$ cat src/rtl/fft_pkg.sv
// Shared types and helpers for the FFT sample store.
package fft_pkg;

  // Phase codes presented on the phase output. Code 3 is illegal and recovers to LOAD.
  typedef enum logic [1:0] {
    LOAD    = 2'd0,
    COMPUTE = 2'd1,
    UNLOAD  = 2'd2
  } phase_e;

  // Tag carried alongside each RAM read so the returning data is routed correctly.
  typedef enum logic [1:0] {
    RD_NONE = 2'd0,
    RD_A    = 2'd1,
    RD_B    = 2'd2,
    RD_DOUT = 2'd3
  } rd_kind_e;

  // Reverse the low 'size' bits of v. The result occupies bits [size-1:0].
  function automatic logic [31:0] bitrev(input logic [31:0] v, input int size);
    logic [31:0] r;
    r = '0;
    for (int i = 0; i < size; i++) begin
      r = {r[30:0], v[i]};
    end
    return r;
  endfunction

endpackage

$ cat src/rtl/fft_sample_ram_if.sv
// Bus between the FFT sample store and its controller / producer / consumer.
// Handshake semantics: din_valid is a strobe that is only honoured while
// din_ready is high; en_rd/en_wr are one-cycle command strobes with no
// back-pressure; op_valid and dout_valid are one-cycle result strobes that
// the receiver must accept unconditionally (no ready back to the store).
interface fft_sample_ram_if #(
  parameter int BW   = 29,
  parameter int SIZE = 4
);
  logic              din_valid;
  logic [BW-1:0]     din_re;
  logic [BW-1:0]     din_im;
  logic              din_ready;
  logic              flag_start_FFT;
  logic              en_rd;
  logic [SIZE:0]     rd_ptr;
  logic              en_wr;
  logic [SIZE:0]     wr_ptr;
  logic [BW-1:0]     wr_re;
  logic [BW-1:0]     wr_im;
  logic              finish_FFT;
  logic              done_o;
  logic              op_valid;
  logic [BW-1:0]     op_a_re;
  logic [BW-1:0]     op_a_im;
  logic [BW-1:0]     op_b_re;
  logic [BW-1:0]     op_b_im;
  logic              dout_valid;
  logic [BW-1:0]     dout_re;
  logic [BW-1:0]     dout_im;
  logic [1:0]        phase;

  modport slave (
    input  din_valid, din_re, din_im, en_rd, rd_ptr, en_wr, wr_ptr,
           wr_re, wr_im, finish_FFT, done_o,
    output din_ready, flag_start_FFT, op_valid, op_a_re, op_a_im,
           op_b_re, op_b_im, dout_valid, dout_re, dout_im, phase
  );

  modport master (
    output din_valid, din_re, din_im, en_rd, rd_ptr, en_wr, wr_ptr,
           wr_re, wr_im, finish_FFT, done_o,
    input  din_ready, flag_start_FFT, op_valid, op_a_re, op_a_im,
           op_b_re, op_b_im, dout_valid, dout_re, dout_im, phase
  );
endinterface

$ cat src/rtl/fft_dp_ram.sv
// 1R1W synchronous RAM, read-first: a same-address read and write in one
// cycle returns the data stored before the write.
module fft_dp_ram #(
  parameter int DW    = 58,
  parameter int DEPTH = 16,
  parameter int AW    = 4
) (
  input  logic          clk,
  input  logic          we_i,
  input  logic [AW-1:0] waddr_i,
  input  logic [DW-1:0] wdata_i,
  input  logic          re_i,
  input  logic [AW-1:0] raddr_i,
  output logic [DW-1:0] rdata_o
);
  logic [DW-1:0] mem_q [DEPTH];
  logic [DW-1:0] rdata_q;

  // Write and registered read share one edge; non-blocking gives read-first.
  always_ff @(posedge clk) begin
    if (we_i) mem_q[waddr_i] <= wdata_i;
    if (re_i) rdata_q <= mem_q[raddr_i];
  end

  assign rdata_o = rdata_q;
endmodule

$ cat src/rtl/fft_sample_ram.sv
// Sample store for the in-place FFT: bit-reversed load, paired butterfly
// reads with write-back during compute, single-sample streaming on unload.
module fft_sample_ram
  import fft_pkg::*;
#(
  parameter int bit_width = 29,
  parameter int N         = 16,
  parameter int SIZE      = 4
) (
  input  logic              clk,
  input  logic              rst_n,
  fft_sample_ram_if.slave   bus
);
  localparam int DW = 2 * bit_width;

  phase_e              state_q, state_d;
  logic [SIZE-1:0]     cnt_q, cnt_d;
  logic                toggle_q, toggle_d;
  logic                start_q, start_d;
  rd_kind_e            rd_kind_q, rd_kind_d;
  logic                rd_oob_q, rd_oob_d;
  logic [bit_width-1:0] op_a_re_q, op_a_im_q, op_b_re_q, op_b_im_q;

  logic                ram_we;
  logic [SIZE-1:0]     ram_waddr;
  logic [DW-1:0]       ram_wdata;
  logic                ram_re;
  logic [SIZE-1:0]     ram_raddr;
  logic [DW-1:0]       ram_rdata;
  logic [DW-1:0]       rd_data;

  fft_dp_ram #(.DW(DW), .DEPTH(N), .AW(SIZE)) u_ram (
    .clk     (clk),
    .we_i    (ram_we),
    .waddr_i (ram_waddr),
    .wdata_i (ram_wdata),
    .re_i    (ram_re),
    .raddr_i (ram_raddr),
    .rdata_o (ram_rdata)
  );

  // Next-state, RAM port steering and read tagging per phase.
  always_comb begin
    state_d   = state_q;
    cnt_d     = cnt_q;
    toggle_d  = toggle_q;
    start_d   = 1'b0;
    rd_kind_d = RD_NONE;
    rd_oob_d  = 1'b0;
    ram_we    = 1'b0;
    ram_waddr = bus.wr_ptr[SIZE-1:0];
    ram_wdata = {bus.wr_re, bus.wr_im};
    ram_re    = 1'b0;
    ram_raddr = bus.rd_ptr[SIZE-1:0];
    case (state_q)
      LOAD: begin
        // Controller strobes are ignored here, including a stale en_rd.
        if (bus.din_valid) begin
          ram_we    = 1'b1;
          ram_waddr = SIZE'(bitrev(32'(cnt_q), SIZE));
          ram_wdata = {bus.din_re, bus.din_im};
          cnt_d     = cnt_q + 1'b1;
          if (cnt_q == SIZE'(N - 1)) begin
            cnt_d    = '0;
            start_d  = 1'b1;
            toggle_d = 1'b0;
            state_d  = COMPUTE;
          end
        end
      end
      COMPUTE: begin
        ram_we = bus.en_wr & ~bus.wr_ptr[SIZE];
        if (bus.en_rd) begin
          ram_re    = 1'b1;
          rd_oob_d  = bus.rd_ptr[SIZE];
          rd_kind_d = toggle_q ? RD_B : RD_A;
          toggle_d  = ~toggle_q;
        end
        // A half-issued pair is dropped by clearing the toggle; a pair whose
        // second read is in flight still completes through its tag.
        if (bus.finish_FFT) begin
          toggle_d = 1'b0;
          state_d  = UNLOAD;
        end
      end
      UNLOAD: begin
        ram_we = bus.en_wr & ~bus.wr_ptr[SIZE];
        if (bus.en_rd) begin
          ram_re    = 1'b1;
          rd_oob_d  = bus.rd_ptr[SIZE];
          rd_kind_d = RD_DOUT;
        end
        if (bus.done_o) begin
          cnt_d   = '0;
          state_d = LOAD;
        end
      end
      default: begin
        cnt_d    = '0;
        toggle_d = 1'b0;
        state_d  = LOAD;
      end
    endcase
  end

  // Control state; reset squashes any read still in flight.
  always_ff @(posedge clk or negedge rst_n) begin
    if (!rst_n) begin
      state_q   <= LOAD;
      cnt_q     <= '0;
      toggle_q  <= 1'b0;
      start_q   <= 1'b0;
      rd_kind_q <= RD_NONE;
      rd_oob_q  <= 1'b0;
    end else begin
      state_q   <= state_d;
      cnt_q     <= cnt_d;
      toggle_q  <= toggle_d;
      start_q   <= start_d;
      rd_kind_q <= rd_kind_d;
      rd_oob_q  <= rd_oob_d;
    end
  end

  // Out-of-range reads return zero regardless of RAM contents.
  assign rd_data = rd_oob_q ? '0 : ram_rdata;

  // Operand hold registers: A captured when its data returns, B alongside op_valid.
  always_ff @(posedge clk or negedge rst_n) begin
    if (!rst_n) begin
      op_a_re_q <= '0;
      op_a_im_q <= '0;
      op_b_re_q <= '0;
      op_b_im_q <= '0;
    end else begin
      if (rd_kind_q == RD_A) begin
        op_a_re_q <= rd_data[DW-1:bit_width];
        op_a_im_q <= rd_data[bit_width-1:0];
      end
      if (rd_kind_q == RD_B) begin
        op_b_re_q <= rd_data[DW-1:bit_width];
        op_b_im_q <= rd_data[bit_width-1:0];
      end
    end
  end

  // B is forwarded straight from the RAM in its valid cycle so the pair
  // appears two cycles after a back-to-back first read.
  assign bus.op_valid       = (rd_kind_q == RD_B);
  assign bus.op_a_re        = op_a_re_q;
  assign bus.op_a_im        = op_a_im_q;
  assign bus.op_b_re        = bus.op_valid ? rd_data[DW-1:bit_width] : op_b_re_q;
  assign bus.op_b_im        = bus.op_valid ? rd_data[bit_width-1:0]  : op_b_im_q;
  assign bus.dout_valid     = (rd_kind_q == RD_DOUT);
  assign bus.dout_re        = bus.dout_valid ? rd_data[DW-1:bit_width] : '0;
  assign bus.dout_im        = bus.dout_valid ? rd_data[bit_width-1:0]  : '0;
  assign bus.din_ready      = (state_q == LOAD);
  assign bus.flag_start_FFT = start_q;
  assign bus.phase          = state_q;
endmodule

$ cat src/flat_wrapper.sv
// flat-port wrapper written by rule: the top's interface ports become plain ports
module fft_sample_ram_flat import fft_pkg::*;
#(
  parameter int bit_width = 29,
  parameter int N         = 16,
  parameter int SIZE      = 4
)
  (clk, rst_n, bus_din_valid, bus_din_re, bus_din_im, bus_en_rd, bus_rd_ptr, bus_en_wr, bus_wr_ptr, bus_wr_re, bus_wr_im, bus_finish_FFT, bus_done_o, bus_din_ready, bus_flag_start_FFT, bus_op_valid, bus_op_a_re, bus_op_a_im, bus_op_b_re, bus_op_b_im, bus_dout_valid, bus_dout_re, bus_dout_im, bus_phase);
  fft_sample_ram_if #(.BW((29)), .SIZE(SIZE)) bus_i ();
  input  logic clk;
  input  logic rst_n;
  input wire logic [$bits(bus_i.din_valid)-1:0] bus_din_valid;
  input wire logic [$bits(bus_i.din_re)-1:0] bus_din_re;
  input wire logic [$bits(bus_i.din_im)-1:0] bus_din_im;
  input wire logic [$bits(bus_i.en_rd)-1:0] bus_en_rd;
  input wire logic [$bits(bus_i.rd_ptr)-1:0] bus_rd_ptr;
  input wire logic [$bits(bus_i.en_wr)-1:0] bus_en_wr;
  input wire logic [$bits(bus_i.wr_ptr)-1:0] bus_wr_ptr;
  input wire logic [$bits(bus_i.wr_re)-1:0] bus_wr_re;
  input wire logic [$bits(bus_i.wr_im)-1:0] bus_wr_im;
  input wire logic [$bits(bus_i.finish_FFT)-1:0] bus_finish_FFT;
  input wire logic [$bits(bus_i.done_o)-1:0] bus_done_o;
  output wire logic [$bits(bus_i.din_ready)-1:0] bus_din_ready;
  output wire logic [$bits(bus_i.flag_start_FFT)-1:0] bus_flag_start_FFT;
  output wire logic [$bits(bus_i.op_valid)-1:0] bus_op_valid;
  output wire logic [$bits(bus_i.op_a_re)-1:0] bus_op_a_re;
  output wire logic [$bits(bus_i.op_a_im)-1:0] bus_op_a_im;
  output wire logic [$bits(bus_i.op_b_re)-1:0] bus_op_b_re;
  output wire logic [$bits(bus_i.op_b_im)-1:0] bus_op_b_im;
  output wire logic [$bits(bus_i.dout_valid)-1:0] bus_dout_valid;
  output wire logic [$bits(bus_i.dout_re)-1:0] bus_dout_re;
  output wire logic [$bits(bus_i.dout_im)-1:0] bus_dout_im;
  output wire logic [$bits(bus_i.phase)-1:0] bus_phase;
  assign bus_i.din_valid = bus_din_valid;
  assign bus_i.din_re = bus_din_re;
  assign bus_i.din_im = bus_din_im;
  assign bus_i.en_rd = bus_en_rd;
  assign bus_i.rd_ptr = bus_rd_ptr;
  assign bus_i.en_wr = bus_en_wr;
  assign bus_i.wr_ptr = bus_wr_ptr;
  assign bus_i.wr_re = bus_wr_re;
  assign bus_i.wr_im = bus_wr_im;
  assign bus_i.finish_FFT = bus_finish_FFT;
  assign bus_i.done_o = bus_done_o;
  assign bus_din_ready = bus_i.din_ready;
  assign bus_flag_start_FFT = bus_i.flag_start_FFT;
  assign bus_op_valid = bus_i.op_valid;
  assign bus_op_a_re = bus_i.op_a_re;
  assign bus_op_a_im = bus_i.op_a_im;
  assign bus_op_b_re = bus_i.op_b_re;
  assign bus_op_b_im = bus_i.op_b_im;
  assign bus_dout_valid = bus_i.dout_valid;
  assign bus_dout_re = bus_i.dout_re;
  assign bus_dout_im = bus_i.dout_im;
  assign bus_phase = bus_i.phase;
  fft_sample_ram #(.bit_width(bit_width), .N(N), .SIZE(SIZE)) u_core (.clk(clk), .rst_n(rst_n), .bus(bus_i));
endmodule
$ cat config.mk
export PLATFORM = sky130hd
export DESIGN_NAME = fft_sample_ram_flat
export DESIGN_NICKNAME = d
export VERILOG_FILES = /design/src/rtl/fft_pkg.sv /design/src/rtl/fft_sample_ram_if.sv /design/src/rtl/fft_dp_ram.sv /design/src/rtl/fft_sample_ram.sv /design/src/flat_wrapper.sv
export SDC_FILE = /design/constraint.sdc
export NUM_CORES = 1
export LEC_CHECK = 0
export ABC_AREA = 1
export BUFFER_PORTS_ARGS = -buffer_cell sky130_fd_sc_hd__clkbuf_2
export CORE_MARGIN = 10
export CORE_UTILIZATION = 30
export DETAILED_ROUTE_END_ITERATION = 6
export PLACE_DENSITY_LB_ADDON = 0.05
export SETUP_SLACK_MARGIN = 0.5
export SLEW_MARGIN = 20
export SYNTH_ARGS = -nofsm -noshare
export SYNTH_HDL_FRONTEND = slang
export SYNTH_SLANG_ARGS = --single-unit
$ cat constraint.sdc
create_clock -name clk -period 5.2 [get_ports clk]
set_input_delay 0 -clock clk [delete_from_list [all_inputs] [get_ports clk]]
set_output_delay 0 -clock clk [all_outputs]
set_load 0.02 [all_outputs]
==> results of run 1 <==
## tightest hold or removal path, cell delays in order
cell and delay [ns]:
dlygate4sd3_1 0.54, clkbuf_2 0.17, inv_1 0.08, nor3_1 0.06
## power groups by stage
stage / logic, mW / clock network (mW) / registers (mW)
final: 5.21 / 9.05 / 11.7
after global routing: 5.81 / 9.70 / 11.8
after CTS: 5.36 / 9.36 / 11.7
after detailed placement: 5.14 / 0 / 11.9
after global placement: 5.12 / 0 / 11.9
after floorplan: 2.79 / 0 / 12.2
## state kept, by name, indices dropped and copies added, names as in the netlist, 2 cells and up
register / count
u_core.bus.phase: 2
u_core.u_ram.rdata_o: 58
u_core.bus.op_a_im: 29
u_core.u_ram.mem_q: 928
u_core.op_b_im_q: 29
u_core.cnt_q: 4
u_core.rd_kind_q: 2
u_core.op_b_re_q: 29
u_core.bus.op_a_re: 29
## metrics by stage
stage | utilization (%) | cells
after floorplan | - | 4484
after global placement | 32.3 | 6688
after detailed placement | 32.3 | 6688
after CTS | 35.8 | 7063
after global routing | 35.8 | 7064
final | 35.8 | 7067
## layout by cell type (no fill, tap or decap), types with 11 or more instances in the layout
cell type and count:
inv_1 716, dfrtp_1 127, clkbuf_2 307, nand2_1 1306
a21oi_1 120, dlygate4sd3_1 128, clkinv_2 15, nor2_1 183
buf_4 37, nor2_4 18, clkbuf_1 37, buf_12 19
nand3_1 704, edfxtp_1 986, clkbuf_16 145, clkbuf_8 11
mux2_2 58, clkinv_1 27
## logic make-up after synthesis
kind of cell    count (synthesis)
mux                            58
simple gates                 2220
flops                        1113
buf+inv                       958
fa+ha+maj                       7
compound gates                128
## layout make-up
type | instances | area share, %
Sequential cell | 1113 | 57.8
Antenna cell | 4 | 0.0177
Inverter | 723 | 4.85
Clock buffer | 193 | 6.91
Clock inverter | 53 | 0.545
Multi-Input combinational cell | 2413 | 19.0
Timing Repair Buffer | 496 | 6.27
Tap cell | 2072 | 4.57
## per-layer routing
layer	up-vias	track usage, %	wire length [um]
met5	-	0	0
met4	0	4.01	2610
met3	166	2.73	6190
met2	675	26.1	66700
met1	15191	24.2	73200
li1	15390	-	-
## worst min-delay path by stage
| stage | to | slack [ns] | from | depth (start not counted) |
|---|---|---|---|---|
| 6_report | u_core.bus.flag_start_FFT | 0.15 | bus_din_valid | 4 |
| 5_1_grt | u_core.u_ram.rdata_o[49] | 0.16 | bus_rd_ptr[1] | 5 |
| 4_1_cts | u_core.bus.flag_start_FFT | 0.07 | bus_din_valid | 4 |
| 3_5_place_dp | u_core.op_b_im_q[19] | 0.09 | rst_n | 1 |
| 3_3_place_gp | u_core.op_b_im_q[20] | 0.10 | rst_n | 1 |
| 2_1_floorplan | u_core.bus.flag_start_FFT | -0.30 | rst_n | 0 |
==> metrics.txt, run 1 <==
DR WL/cell=21.0 um; vias in the first global route=31198; largest net degree at the start of global routing=165; Comb pwr share=20.1%; cell with the most instances after synthesis=nand2_1; CTS resizes=0; Synth area leaders=edfxtp_1 (62%), nand2_1 (10%), nand3_1 (7.4%), dfrtp_1 (6.7%), inv_1 (5.7%); Mapped Area=0.0477 mm^2; Yosys cell types=28; area of the multi-input gates=0.0108 mm^2; EDFF count, synth=986; CP Capture Type=register; Detailed Place HPWL=82400 um; largest family of logic cells by synthesized area=simple AND/OR/NAND/NOR gates; switching power=7.92 mW; leakage=24.1 nW; cts bufs inserted=137; complex-gate fraction of the synthesized area=1.36%; outcome=complete, no violations; gp weighted congestion=0.722; Async SR Flop Fraction=11.4%; Post-Route WL=149000 um; Worst Setup Path Type=reg -> reg; synthesized net count=4624; Top delay family on crit path=buffers and inverters; Worst path slowest cell=dlygate4sd3_1; Cells after Synth=4484; CTS Sinks=1113; Pins Over Slew Limit=0; Worst-Margin Slew=0.968 ns; Max IR drop VDD=326 uV; DRC viols=0; port bufs=312; Layout area overhead=18.8%; Clock power frac=34.8%; #FFs+latches synth=1113; Nets=5024; fin crit period=3.70 ns; adder-cell area share of the yosys netlist=0.184%; routed via count=31422; register area share after synthesis=68.7%; Ys Warns=0; CTS Buffer Depth=3; worst path buffer plus inverter count=3; num rows=146; Clock Skews=0.0204 ns; P per Cell Area=459 mW/mm^2; Synth Area in XOR/XNOR=0%; max cap viols=0; H-tree Lvls=4; CTS tree=done; placed inst area=0.0511 mm^2; area leader, netlist=edfxtp_1; Final Hold Vio Count=0; Hold WC Path Type=in -> reg; r2r setup slk=1.50 ns; Remaining Overflow, GRT=0; crit path launch type=register; Post-Synth Simple-Gate Area=19.4%; Design Power=26.0 mW; Total GRT Usage=16.7%; first-pass GRT wire length=218000 um; starting density of the core=30.2%; cells along the critical path=inv_1 > ha_1 > nand2_4 > buf_4 > mux2_2 > dlygate4sd3_1; fmax=0.270 GHz; Die Span Y=419 um; register area=0.0328 mm^2; commonest cells in the netlist=nand2_1 (1307), edfxtp_1 (986), inv_1 (719); Slew headroom=35.3%; final worst-path cycle share=71.2%; Crit path largest cell delay=1.04 ns; CP endpoint=u_core.u_ram.mem_q[7][21]; clk slew on worst S/H paths=0.06 ns; Post-Place Setup Slack=1.56 ns; number of fill cells in the layout=15823; FF-to-FF Start=u_core.bus.phase[0]; Stages on worst setup path=6; switch share=30.5%; Core Area=0.158 mm^2; Ports=313; multiplexer share of the synthesized area=1.37%; Initial DRC Count=2166; r2r endpoint=u_core.u_ram.mem_q[7][21]; ys flop type=edfxtp_1; top cell type's share of synthesized area=62.1%; critical path required time=5.65 ns; crit-path max FO=34; clk_lat worst skew=0.76 ns; Finished Cell Area=0.0567 mm^2; Final TNS setup=0 ns; RSZ-0062 raised after global routing=false; setup violators final=0; R2R depth=6; CTS Root Cell=clkbuf_16; die area=0.175 mm^2; final hold slack=0.145 ns; hold-fix buffers at CTS=129; share of post-route cells with drive strength above 1=12.8%; start point of the critical path=u_core.bus.phase[0]; drt via density=4.45; Seq pwr share=45.1%; P_int=18.1 mW; synthesized area per cell=10.6 um^2; initial antenna violation count=8; Routed Antenna Nets=0; first-pass detailed-route iteration total=5; Post-CTS Setup Bufs=0; CP arrival=4.15 ns; final setup margin=1.50 ns; Die X=419 um
No activity file was read; power rests on OpenSTA's default activity.
==> run 2: changes to the inputs <==
==> constraint.sdc (replaced) <==
create_clock -name clk -period 3.14 [get_ports clk]
set_input_delay 0 -clock clk [delete_from_list [all_inputs] [get_ports clk]]
set_output_delay 0 -clock clk [all_outputs]
set_load 0.02 [all_outputs]
==> metrics.txt, run 2 (synthesis results as in run 1) <==
outcome=complete, no violations (unchanged); fin crit period=2.49 ns; Worst Setup Path Type=reg -> out (was reg -> reg); drt via density=4.49 (was 4.45); Initial DRC Count=2223 (was 2166); routed via count=32015 (was 31422); Total GRT Usage=17.7% (was 16.7%); num rows=146 (unchanged); Pins Over Slew Limit=0 (unchanged); CTS tree=done (unchanged); commonest non-fill, non-tap cell in the layout=nand2_1 (unchanged); P per Cell Area=759 mW/mm^2 (was 459 mW/mm^2); Core Area=0.158 mm^2 (unchanged); clk slew on worst S/H paths=0.05 ns (was 0.06 ns); Remaining Overflow, GRT=0 (unchanged); clk_lat worst skew=0.76 ns (about the same); Largest Register=u_core.u_ram.mem_q (unchanged); max cap viols=0 (unchanged); CP arrival=2.49 ns (was 4.15 ns); Post-Route WL=157000 um (was 149000 um); first-pass GRT wire length=229000 um (was 218000 um); critical path required time=3.14 ns (was 5.65 ns); Clock Skews=0.0210 ns (was 0.0204 ns); Slew headroom=33.6% (was 35.3%); port bufs=312 (unchanged); Detailed Place HPWL=94100 um (was 82400 um); crit path launch type=register (unchanged); Die X=419 um (unchanged); H-tree Lvls=4 (unchanged); starting density of the core=30.2% (unchanged); CP Capture Type=primary output (was register); RSZ-0062 raised after global routing=false (unchanged); Clock power frac=34.7% (was 34.8%); CTS Sinks=1113 (unchanged); Final TNS setup=0 ns (unchanged); DR WL/cell=22.0 um (was 21.0 um); share of post-route cells with drive strength above 1=14.1% (was 12.8%); placed cells=6742 (was 6688); leakage=24.5 nW (was 24.1 nW); Hold WC Path Type=in -> reg (unchanged); final std cells w/o fill=7127 (was 7067); Max IR drop VDD=541 uV (was 326 uV); max FFs per register=928 (unchanged); Die Span Y=419 um (unchanged); DRC viols=0 (unchanged); initial antenna violation count=7 (was 8); Final Hold Vio Count=0 (unchanged); crit-path max FO=34 (unchanged); final worst-path cycle share=79.4%; CTS Buffer Depth=3 (unchanged); Nets=5087 (was 5024); vias in the first global route=31883 (was 31198); setup violators final=0 (unchanged); fmax=0.401 GHz; gp weighted congestion=0.741 (was 0.722); Layout area overhead=20.7% (was 18.8%); Worst-Margin Slew=0.996 ns (was 0.968 ns); utilization after layout=36.4% (was 35.8%); highest-count cells in the layout ignoring fill and taps=nand2_1 (1299), edfxtp_1 (986), inv_1 (714) (was nand2_1 (1306), edfxtp_1 (986), inv_1 (716)); final hold slack=0.0363 ns (was 0.145 ns); CTS Root Cell=clkbuf_16 (unchanged); Ports=313 (unchanged); Seq pwr share=45.2% (was 45.1%); first-pass detailed-route iteration total=5 (unchanged); Comb pwr share=20.1% (about the same); number of fill cells in the layout=15862 (was 15823); Routed Antenna Nets=0 (unchanged); switching power=13.5 mW (was 7.92 mW); cts bufs inserted=138 (was 137); die area=0.175 mm^2 (unchanged); largest net degree at the start of global routing=170 (was 165); switch share=30.9% (was 30.5%); P_int=30.2 mW (was 18.1 mW)
## run 2: layout make-up
type | instances | area, um^2 | share of cell area (%)
clock inverters | 52 | 373 | 0.647
repair buffers | 557 | 4360 | 7.57
diodes | 2 | 5.00 | 0.00869
inverters | 723 | 2750 | 4.77
well taps | 2072 | 2590 | 4.50
multi-input cells | 2414 | 10800 | 18.8
clock buffers | 194 | 3890 | 6.76
flip-flops and latches | 1113 | 32800 | 56.9
## run 2: repair_timing
action	CTS	global route
setup buffers	10	0
gates cloned	2	0
endpoints found under the setup margin	1147	280
pin swaps	5	0
hold buffers	125	0
gates resized for setup	8	6
endpoints found under the hold margin	992	0
## run 2: per-layer routing
metal | part of all wire [%] | global-route usage, %
met2 | 46 | 28.5
met3 | 4.1 | 2.65
met5 | 0 | 0
met1 | 48 | 24.9
met4 | 2.0 | 4.44
## run 2: worst max-delay path, stage by stage (launching register included)
cell      delay, ns
dfrtp_1        0.74
nand2_4        0.32
buf_12         0.27
nor2_1         0.15
clkbuf_2       0.19
## run 2: path summary, 6_finish.rpt
kind                                         from                          to  slack, ns  cells past startpoint
setup reg to reg              u_core.bus.phase[1]  u_core.u_ram.mem_q[10][49]       0.68                      7
setup / recovery              u_core.rd_kind_q[0]             bus_dout_im[17]       0.65                      4
min in group asynchronous                   rst_n        u_core.op_b_re_q[23]       0.41                      3
hold / removal                      bus_rd_ptr[0]    u_core.u_ram.rdata_o[19]       0.04                      6
max in group asynchronous                   rst_n        u_core.op_b_im_q[18]       1.75                      4
hold reg to reg            u_core.bus.op_a_im[28]      u_core.bus.op_a_im[28]       0.52                      2
## run 2: metrics by stage
stage / setup slack (ns) / area, um^2 / power (mW)
4_1_cts: 0.500 / 57600 / 44.5
5_1_grt: 0.503 / 57600 / 46.0
3_5_place_dp: 0.173 / 51900 / 28.9
3_3_place_gp: 0.206 / 51900 / 28.8
2_1_floorplan: 0.360 / 47900 / 24.8
6_report: 0.646 / 57600 / 43.7
## run 2: power by group through the flow
stage | sequential (mW) | clock [mW] | combinational, mW
4_1_cts | 19.8 | 15.6 | 9.05
3_3_place_gp | 20.1 | 0 | 8.74
2_1_floorplan | 20.1 | 0 | 4.74
5_1_grt | 19.9 | 16.3 | 9.79
6_report | 19.8 | 15.2 | 8.81
3_5_place_dp | 20.1 | 0 | 8.81
==> run 3: changes to the inputs <==
--- a/config.mk
+++ b/config.mk
@@ -5,7 +5,7 @@
 export SDC_FILE = /design/constraint.sdc
 export NUM_CORES = 1
 export LEC_CHECK = 0
-export ABC_AREA = 1
+export ABC_AREA = 0
 export BUFFER_PORTS_ARGS = -buffer_cell sky130_fd_sc_hd__clkbuf_2
 export CORE_MARGIN = 10
 export CORE_UTILIZATION = 30
==> constraint.sdc (replaced) <==
create_clock -name clk -period 2.05 [get_ports clk]
set_input_delay 0 -clock clk [delete_from_list [all_inputs] [get_ports clk]]
set_output_delay 0 -clock clk [all_outputs]
set_load 0.02 [all_outputs]
==> metrics.txt, run 3 <==
P per Cell Area=1160 mW/mm^2 (was 759 mW/mm^2); Final Hold Vio Count=0 (unchanged); die area=0.157 mm^2 (was 0.175 mm^2); outcome=finished with violations (was complete, no violations); starting density of the core=30.1% (was 30.2%); Yosys cell types=29 (was 28); register area=0.0328 mm^2 (about the same); final setup margin=-0.194 ns (was 0.646 ns); num rows=138 (was 146); Initial DRC Count=1608 (was 2223); crit-path max FO=8 (was 34); most used cell, CP=buf_12; hold path cells=5 (was 6); clk slew on worst S/H paths=0.06 ns (was 0.05 ns); H-tree Lvls=4 (unchanged); commonest non-fill, non-tap cell in the layout=edfxtp_1 (was nand2_1); #FFs+latches synth=1113 (unchanged); cells along the critical path=inv_2 > ha_4 > and2_4 > buf_12 > nor3b_4 > a31oi_4 > buf_6 > nor2_4 > buf_12 > buf_12 > clkbuf_16 (was nand2_4 > buf_12 > nor2_1 > clkbuf_2); Remaining Overflow, GRT=0 (unchanged); Max IR drop VDD=747 uV (was 541 uV); port bufs=312 (unchanged); Layout area overhead=44.0% (was 20.7%); fin crit period=2.24 ns; Top delay family on crit path=buffers and inverters (was flip-flops); Worst path slowest cell=dfrtp_2 (was dfrtp_1); Final TNS setup=-107.37 ns (was 0 ns); CP Capture Type=register (was primary output); Nets=3310 (was 5087); register area share after synthesis=77.0% (was 68.7%); area of the multi-input gates=0.0103 mm^2 (was 0.0108 mm^2); CTS Buffer Depth=3 (unchanged); DRC viols=0 (unchanged); first-pass detailed-route iteration total=5 (unchanged); CTS Sinks=1113 (unchanged); placed cells=4616 (was 6742); initial antenna violation count=9 (was 7); Routed Antenna Nets=0 (unchanged); Clock Skews=0.0250 ns (was 0.0210 ns); Hold WC Path Type=in -> reg (unchanged); EDFF count, synth=986 (unchanged); Pins Over Slew Limit=0 (unchanged); Design Power=71.3 mW (was 43.7 mW); crit path launch type=register (unchanged); largest net degree at the start of global routing=83 (was 170); cts bufs inserted=131 (was 138); Total GRT Usage=17.6% (was 17.7%); Slew headroom=57.2% (was 33.6%); number of fill cells in the layout=12432 (was 15862); Ports=313 (unchanged); RSZ-0062 raised after global routing=true (was false); Finished Cell Area=0.0613 mm^2 (was 0.0576 mm^2); DR WL/cell=27.7 um (was 22.0 um); gp weighted congestion=0.765 (was 0.741); failing checks=negative setup slack; Synth area leaders=edfxtp_1 (70%), mux4_2 (12%), dfrtp_1 (7.5%), nand2_1 (3.1%), a22oi_1 (2.0%) (was edfxtp_1 (62%), nand2_1 (10%), nand3_1 (7.4%), dfrtp_1 (6.7%), inv_1 (5.7%)); utilization after layout=43.4% (was 36.4%); Core Area=0.141 mm^2 (was 0.158 mm^2); Ys Warns=0 (unchanged); final hold slack=0.115 ns (was 0.0363 ns); CTS tree=done (unchanged); Post-Route WL=143000 um (was 157000 um); final worst-path cycle share=109%; Die Span Y=397 um (was 419 um); max cap viols=0 (unchanged); worst path buffer plus inverter count=6 (was 2); highest-count cells in the layout ignoring fill and taps=edfxtp_1 (986), nand2_1 (340), mux4_2 (232) (was nand2_1 (1299), edfxtp_1 (986), inv_1 (714)); Crit path largest cell delay=0.37 ns (was 0.74 ns); R2R depth=11 (was 7); Worst Setup Path Type=reg -> reg (was reg -> out); Die X=397 um (was 419 um); share of post-route cells with drive strength above 1=42.4% (was 14.1%); commonest cells in the netlist=edfxtp_1 (986), nand2_1 (353), mux4_2 (232) (was nand2_1 (1307), edfxtp_1 (986), inv_1 (719)); fmax=0.446 GHz; cell with the most instances after synthesis=edfxtp_1 (was nand2_1); final std cells w/o fill=5167 (was 7127); critical path required time=2.52 ns (was 3.14 ns); Largest Register=u_core.u_ram.mem_q (unchanged); clk_lat worst skew=0.76 ns (about the same); ys flop type=edfxtp_1 (unchanged); top cell type's share of synthesized area=69.6% (was 62.1%); Post-Place Setup Slack=-0.197 ns (was 0.173 ns); drt via density=4.81 (was 4.49); first-pass GRT wire length=199000 um (was 229000 um); CP arrival=2.72 ns (was 2.49 ns); setup violators final=1013 (was 0); Worst-Margin Slew=0.640 ns (was 0.996 ns); Stages on worst setup path=11 (was 4); routed via count=24851 (was 32015); placed inst area=0.0502 mm^2 (was 0.0519 mm^2); Mapped Area=0.0426 mm^2 (was 0.0477 mm^2); Cells after Synth=2271 (was 4484); Async SR Flop Fraction=11.4% (unchanged); leakage=22.1 nW (was 24.5 nW); max FFs per register=928 (unchanged); vias in the first global route=26598 (was 31883); CTS Root Cell=clkbuf_16 (unchanged); Detailed Place HPWL=84800 um (was 94100 um); synthesized net count=2411 (was 4624); synthesized area per cell=18.7 um^2 (was 10.6 um^2); area leader, netlist=edfxtp_1 (unchanged)
-- run 3: cell count changes in the layout (fill, tap and decap cells not counted), sizes merged, moves of 31 or more --
cell | before | now
nand3 | 704 | 3
nand2b | 0 | 61
buf | 124 | 466
nor2 | 202 | 76
inv | 728 | 14
o21ai | 7 | 123
mux2 | 58 | 0
mux4 | 0 | 232
nand2 | 1308 | 353
clkbuf | 501 | 470
a22oi | 0 | 116
a21oi | 121 | 10
-- run 3: path summary, 6_finish.rpt --
| check | from | end | slack (ns) |
|---|---|---|---|
| worst max-delay path | u_core.bus.phase[0] | u_core.u_ram.mem_q[10][37] | -0.19 |
| worst min-delay path | bus_rd_ptr[1] | u_core.u_ram.rdata_o[54] | 0.11 |
| worst max register to register | u_core.bus.phase[0] | u_core.u_ram.mem_q[10][37] | -0.19 |
| worst min register to register | u_core.op_b_im_q[24] | u_core.op_b_im_q[24] | 0.47 |
| max in group asynchronous | rst_n | u_core.op_b_re_q[20] | 1.03 |
| min in group asynchronous | rst_n | u_core.rd_oob_q | 0.42 |
-- run 3: layer usage --
layer	vias to the layer above	share of wire (%)	wire length [um]	track usage, %
li1	10825	-	-	-
met1	13071	45	64200	24.4
met2	790	47	67000	27.5
met3	163	6.5	9340	4.49
met4	2	1.8	2630	4.82
met5	-	0.0091	13	0
-- run 3: cell families (layout without fill, tap and decap cells) --
group,Yosys count,count (layout),synth area share (%)
mux,234,234,12.3
simple gates,520,520,5.12
other cells,0,2,0
compound gates,256,256,3.73
flops,1113,1113,77.0
fa+ha+maj,7,7,0.206
buf+inv,141,1145,1.57
-- run 3: power breakdown --
group          internal [mW]  switching [mW]
Combinational           7.29            10.3
Sequential              28.6           0.950
Clock                   14.8            9.48
Total                   50.6            20.7
-- run 3: final cells by class --
type                       instances  area share, %
multi-input combinational       1017           16.8
tap                             1890           3.86
clock inverter                    73           1.49
clock buffer                     165           5.83
sequential                      1113           53.5
inverter                          11         0.0694
antenna                            2        0.00816
timing repair buffer             896           18.4
-- run 3: worst register-to-register path, cell delays in order (launching register included) --
cell	delay [ns]
dfrtp_2	0.37
inv_2	0.06
ha_4	0.16
and2_4	0.18
buf_12	0.15
nor3b_4	0.23
a31oi_4	0.10
buf_6	0.16
nor2_4	0.09
buf_12	0.17
buf_12	0.14
clkbuf_16	0.16
-- run 3: repair_timing --
| action | CTS | global route |
|---|---|---|
| cloned | 50 | 22 |
| pin swaps | 18 | 15 |
| hold buffers | 126 | 0 |
| setup buffers | 92 | 21 |
| gates resized for setup | 466 | 153 |
| endpoints found under the setup margin | 2060 | 2126 |
| hold endpoints to repair | 1092 | 0 |
